<file path="src/rtl/regfile_rename_mp.sv">
// Multi-port architectural register file with per-register busy bit and producing-ROB tag.
// Serves combinational operand reads with commit bypass and intra-group rename forwarding.
module regfile_rename_mp #(
    parameter int XLEN     = 32,
    parameter int NREG     = 32,
    parameter int REG_W    = 5,
    parameter int TAG_W    = 4,
    parameter int DISPATCH = 2,
    parameter int COMMIT   = 2
) (
    input  logic                            clk_in,
    input  logic                            rst_in,
    input  logic [DISPATCH-1:0]             dispatch_valid,
    input  logic [DISPATCH*REG_W-1:0]       dispatch_rd,
    input  logic [DISPATCH*TAG_W-1:0]       dispatch_tag,
    input  logic [COMMIT-1:0]               commit_valid,
    input  logic [COMMIT*REG_W-1:0]         commit_rd,
    input  logic [COMMIT*TAG_W-1:0]         commit_tag,
    input  logic [COMMIT*XLEN-1:0]          commit_data,
    input  logic                            flush_input,
    input  logic [2*DISPATCH*REG_W-1:0]     rd_addr,
    output logic [2*DISPATCH*XLEN-1:0]      rd_data,
    output logic [2*DISPATCH-1:0]           rd_busy,
    output logic [2*DISPATCH*TAG_W-1:0]     rd_tag,
    output logic [REG_W:0]                  num_busy
);
    localparam int NRD = 2 * DISPATCH;

    // No valid/ready: every enabled slot is consumed in the cycle it is presented.
    logic [XLEN-1:0]  data_q [NREG];
    logic [TAG_W-1:0] tag_q  [NREG];
    logic [NREG-1:0]  busy_q;
    logic [XLEN-1:0]  data_n [NREG];
    logic [TAG_W-1:0] tag_n  [NREG];
    logic [NREG-1:0]  busy_n;
    logic [REG_W:0]   count_n;

    logic [REG_W-1:0] c_rd   [COMMIT];
    logic [TAG_W-1:0] c_tag  [COMMIT];
    logic [XLEN-1:0]  c_data [COMMIT];
    logic [REG_W-1:0] d_rd   [DISPATCH];
    logic [TAG_W-1:0] d_tag  [DISPATCH];
    logic [REG_W-1:0] r_addr [NRD];
    logic [XLEN-1:0]  r_data [NRD];
    logic             r_busy [NRD];
    logic [TAG_W-1:0] r_tag  [NRD];

    always_comb begin : unpack
        for (int c = 0; c < COMMIT; c++) begin
            c_rd[c]   = commit_rd[c*REG_W +: REG_W];
            c_tag[c]  = commit_tag[c*TAG_W +: TAG_W];
            c_data[c] = commit_data[c*XLEN +: XLEN];
        end
        for (int d = 0; d < DISPATCH; d++) begin
            d_rd[d]  = dispatch_rd[d*REG_W +: REG_W];
            d_tag[d] = dispatch_tag[d*TAG_W +: TAG_W];
        end
        for (int j = 0; j < NRD; j++) begin
            r_addr[j] = rd_addr[j*REG_W +: REG_W];
        end
    end

    // Loop order gives the younger slot the final word on a shared rd.
    always_comb begin : next_state
        data_n = data_q;
        tag_n  = tag_q;
        busy_n = busy_q;
        for (int c = 0; c < COMMIT; c++) begin
            if (commit_valid[c] && c_rd[c] != '0) begin
                data_n[c_rd[c]] = c_data[c];
                if (busy_q[c_rd[c]] && c_tag[c] == tag_q[c_rd[c]]) begin
                    busy_n[c_rd[c]] = 1'b0;
                end
            end
        end
        for (int d = 0; d < DISPATCH; d++) begin
            if (!flush_input && dispatch_valid[d] && d_rd[d] != '0) begin
                busy_n[d_rd[d]] = 1'b1;
                tag_n[d_rd[d]]  = d_tag[d];
            end
        end
        if (flush_input) begin
            busy_n = '0;
        end
        busy_n[0] = 1'b0;
        count_n = '0;
        for (int r = 1; r < NREG; r++) begin
            count_n = count_n + {{REG_W{1'b0}}, busy_n[r]};
        end
    end

    always_ff @(posedge clk_in or negedge rst_in) begin
        if (!rst_in) begin
            for (int r = 0; r < NREG; r++) begin
                data_q[r] <= '0;
                tag_q[r]  <= '0;
            end
            busy_q   <= '0;
            num_busy <= '0;
        end else begin
            data_q   <= data_n;
            tag_q    <= tag_n;
            busy_q   <= busy_n;
            num_busy <= count_n;
        end
    end

    // Forwarding from older slots is applied after the bypass so it wins.
    always_comb begin : read_ports
        for (int j = 0; j < NRD; j++) begin
            r_data[j] = data_q[r_addr[j]];
            r_busy[j] = busy_q[r_addr[j]];
            r_tag[j]  = tag_q[r_addr[j]];
            for (int c = 0; c < COMMIT; c++) begin
                if (commit_valid[c] && r_addr[j] != '0 && c_rd[c] == r_addr[j]) begin
                    r_data[j] = c_data[c];
                    if (c_tag[c] == tag_q[r_addr[j]]) begin
                        r_busy[j] = 1'b0;
                    end
                end
            end
            for (int i = 0; i < DISPATCH; i++) begin
                if (i < j / 2 && dispatch_valid[i] && r_addr[j] != '0 && d_rd[i] == r_addr[j]) begin
                    r_busy[j] = 1'b1;
                    r_tag[j]  = d_tag[i];
                end
            end
        end
    end

    always_comb begin : pack
        rd_data = '0;
        rd_busy = '0;
        rd_tag  = '0;
        for (int j = 0; j < NRD; j++) begin
            rd_data[j*XLEN +: XLEN]   = r_data[j];
            rd_busy[j]                = r_busy[j];
            rd_tag[j*TAG_W +: TAG_W]  = r_tag[j];
        end
    end
endmodule

</file>
<file path="config.mk">
export PLATFORM = sky130hd
export DESIGN_NAME = regfile_rename_mp
export DESIGN_NICKNAME = d
export VERILOG_FILES = /design/src/rtl/regfile_rename_mp.sv
export SDC_FILE = /design/constraint.sdc
export NUM_CORES = 2
export LEC_CHECK = 0
export CORE_MARGIN = 2
export CORE_UTILIZATION = 45
export CTS_CLUSTER_SIZE = 12
export DETAILED_ROUTE_END_ITERATION = 7
export HOLD_SLACK_MARGIN = 0.06
export PLACE_DENSITY_LB_ADDON = 0.1
export RECOVER_POWER = 50
export SLEW_MARGIN = 5
export SYNTH_ARGS = -nofsm -noshare
export SYNTH_HDL_FRONTEND = slang
export SYNTH_SLANG_ARGS = --single-unit
</file>
<file path="constraint.sdc">
create_clock -name clk_in -period 7.2 [get_ports clk_in]
set_input_delay 1.44 -clock clk_in [delete_from_list [all_inputs] [get_ports clk_in]]
set_output_delay 1.44 -clock clk_in [all_outputs]
set_load 0.1 [all_outputs]
</file>
==> metrics.yaml <==
r2r-start: "tag_q[20]"
first_pass_iters: 8
wl_per_cell_um: 40.2
grt_use_total_pct: 43.0
synth-seq-cells: 1189
postCtsHoldBufs: 0
antenna_found_initial: 7
routed-wl-met3_um: 61500
cts.clk_slew.worst_paths_ps: 60
power_leakage_uw: 0.0468
grt_pass1_vias: 83000
timing.final.ws_setup_ps: -458
die_w_um: 473
clk-insertion-delay-late_ps: 850
synthDistinctLibCells: 76
fin_crit_sh_pct: 106
die-area_mm2: 0.223
root_buffer: "clkbuf_16"
portBuffers: 280
critPathKind: "in2reg"
top_layer: "met5"
synthFlopType: "dfrtp_1"
slowest_delay_ps: 550
rr_worst_depth: 27
die_h_um: 473
wl_met2_um: 212000
slew_headroom_pct: -139
powerDensity_mw_per_mm2: 277
drv_slew: 1218
max_clock_freq_mhz: 131
synthesis.nets: 9034
numCtsBuffers: 151
cts_sinks: 1189
fp-row-count: 172
drtIter0Drc: 12100
timing.rr.end: "num_busy[4]"
async_flop_share_pct: 100
outcome: "finished, violations left"
synthesis.instances: 8877
htree_num_levels: 4
final_net_count: 9165
clockBufferDepth: 3
path_common_cell: "fa_1"
cp_data_arrival_time_ps: 8400
drc: 0
cp-start-kind: "primary input"
yosys_warnings: 0
routed_wl_um: 482000
synth-edff-count: 0
syn_area_per_cell_um2: 11.1
drive_gt1_share_pct: 31.0
max_cap_violations: 15
ios: 281
fin_crit_ps: 7660
skew_ps: 58.3
violations: "max-capacitance violations, max-slew violations, negative setup slack"
drt-vias-per-instance: 7.15
cp_slowest_cell: "fa_1"
tightest_slew_ps: 3580
setup_violations: 5
critPathBufInv: 10
hold_path.class: "reg2reg"
grt_pass1_wl_um: 672000
crit_end: "num_busy[4]"
ant_nets: 0
vias: 85800
finalWeightedCongestion: 1.01
dp_hpwl_um: 300000
grt_overflow_total: 0
dp.cells: 11700
timing.hold.ws_ps: 435
grt_max_degree: 156
initial_core_util_pct: 45.1
crit_cells: 29
ir_worst_vdd_mv: 0.289
cts_tree: "built"
crit_start: "commit_rd[0]"
final_cells: 12000
seq_area_frac_synth_pct: 30.1
rrSetupSlack_ps: -30
crit_family: "adder cells"
core_area_mm2: 0.219
endpoint_kind: "flop"
met1_length_um: 171000
rsz0062_at_grt: "true"
final_hold_viol_count: 0
syn_area_mm2: 0.0989
syn2layout_area_growth_pct: 16.2
required_ps: 7940
crit_fanout: 8
==> cells by family after synthesis <==
kind of cell / share of synthesized area (%)
AO/OA/AOI/OAI: 9.41
XOR/XNOR: 0.716
adder cells (fa/ha/maj): 0.554
buffers and inverters: 4.84
flip-flops: 30.1
multiplexers: 46.6
AND/OR/NAND/NOR: 7.74
==> Yosys cell counts, drive strengths merged (6+ instances only) <==
library cell     n  share of area [%]
mux4          1487                 34
mux2i         1241                 13
dfrtp         1189                 30
nand2          888                3.4
clkbuf         806                3.1
o21ai          773                3.9
nor2           739                2.8
a21oi          693                3.5
buf            321                1.4
inv            100               0.38
o211ai          59               0.45
nor2b           57               0.36
a211oi          55               0.42
nand3           51               0.26
nor3            49               0.25
xor2            47               0.42
xnor2           33               0.29
fa              23               0.47
o22ai           18               0.11
a22oi           17               0.13
mux2            17               0.19
nand4           15              0.095
nand2b          14              0.089
o311ai          13               0.12
nor4            12              0.076
and2            11              0.070
a31oi           10              0.063
and3            10              0.063
a221o            7              0.071
ha               7              0.089
nor3b            7              0.053
o311a            7              0.071
a21o             6              0.046
a221oi           6              0.053
clkinv           6              0.023
or2              6              0.038
==> where the power goes <==
| part | internal [µW] | switching (µW) |
|---|---|---|
| registers | 8340 | 2130 |
| clock network | 4670 | 3330 |
| logic | 6430 | 6890 |
| total | 19400 | 12300 |
==> layout by cell type (no fill, tap or decap), types with 21 or more instances in the layout <==
| cell type | instances |
|---|---|
| a211oi_1 | 54 |
| a21oi_1 | 687 |
| buf_12 | 171 |
| buf_4 | 744 |
| clkbuf_1 | 64 |
| clkbuf_16 | 157 |
| clkbuf_8 | 31 |
| clkdlybuf4s50_1 | 102 |
| dfrtp_1 | 1189 |
| fa_1 | 21 |
| inv_1 | 98 |
| mux2i_1 | 1241 |
| mux4_2 | 1487 |
| nand2_1 | 871 |
| nand3_1 | 42 |
| nor2_1 | 706 |
| nor2_4 | 33 |
| nor2b_1 | 56 |
| nor3_1 | 38 |
| o211ai_1 | 59 |
| o21ai_0 | 707 |
| o21ai_1 | 66 |
| xnor2_1 | 31 |
| xor2_1 | 45 |
==> layout make-up <==
class / instances / area, µm²
diodes: 9 / 22.5
clock buffers: 216 / 4410
clock inverters: 41 / 596
fillers: 19000 / 104000
inverters: 106 / 398
multi-input cells: 6455 / 65200
flip-flops and latches: 1189 / 29800
well taps: 2871 / 3590
repair buffers: 1105 / 10900
==> per-stage QoR <==
stage                     area, µm²  utilization [%]  power (µW)  worst slack, ps  setup TNS, ps
after global placement       109000             49.9       23300            -1830          -9460
after global routing         115000             52.4       32900             -637          -2330
after CTS                    115000             52.5       31600             -353          -1110
after detailed placement     109000             49.9       23600            -1770          -9260
after floorplan               99000                -       18900             -630          -2260
final                        115000             52.4       31800             -458          -1550
==> metal layers <==
layer / GRT usage [%] / vias to the layer above
met1: 54.0 / 43500
met5: 0 / -
li1: - / 34000
met4: 27.7 / 8
met2: 63.8 / 6523
met3: 14.3 / 1693
==> worst reg2reg max path, cell delays in order (launching register included) <==
cell and delay [ps]:
dfrtp_1 450, mux4_2 510, a31oi_4 210, o41a_1 240, o22ai_2 90, a2111oi_2 320
buf_4 200, nor4_4 50, buf_4 170, buf_12 140, buf_6 120, a221o_1 340
a31oi_4 230, fa_1 420, inv_1 80, fa_1 430, fa_1 470, fa_1 550
fa_1 430, fa_1 500, inv_1 50, fa_2 350, inv_2 80, fa_2 210
inv_1 40, a21o_1 180, a21oi_2 150, xnor2_1 120
==> state kept, by name, summed over array words and instances, names as in the netlist <==
name and count:
tag_q 128, busy_q 31, num_busy 6, data_q 1024
==> worst min-delay path by stage <==
stage / depth (start not counted) / slack [ps] / end / startpoint
CTS: 0 / 430 / data_q[1009] / data_q[1009]
detailed placement: 0 / 420 / data_q[1003] / data_q[1003]
global placement: 0 / 410 / data_q[998] / data_q[998]
global route: 0 / 450 / data_q[1008] / data_q[1008]
floorplan: 1 / 470 / data_q[1000] / data_q[1000]
finish: 0 / 430 / data_q[1003] / data_q[1003]
==> repair_timing <==
item,CTS,global route
gates cloned,5,0
hold endpoints to repair,0,0
setup endpoints to repair,6,5
resized for setup,74,8
buffers inserted,17,3
pin swaps,22,4
Note: power is estimated with default switching activity, not from simulation.
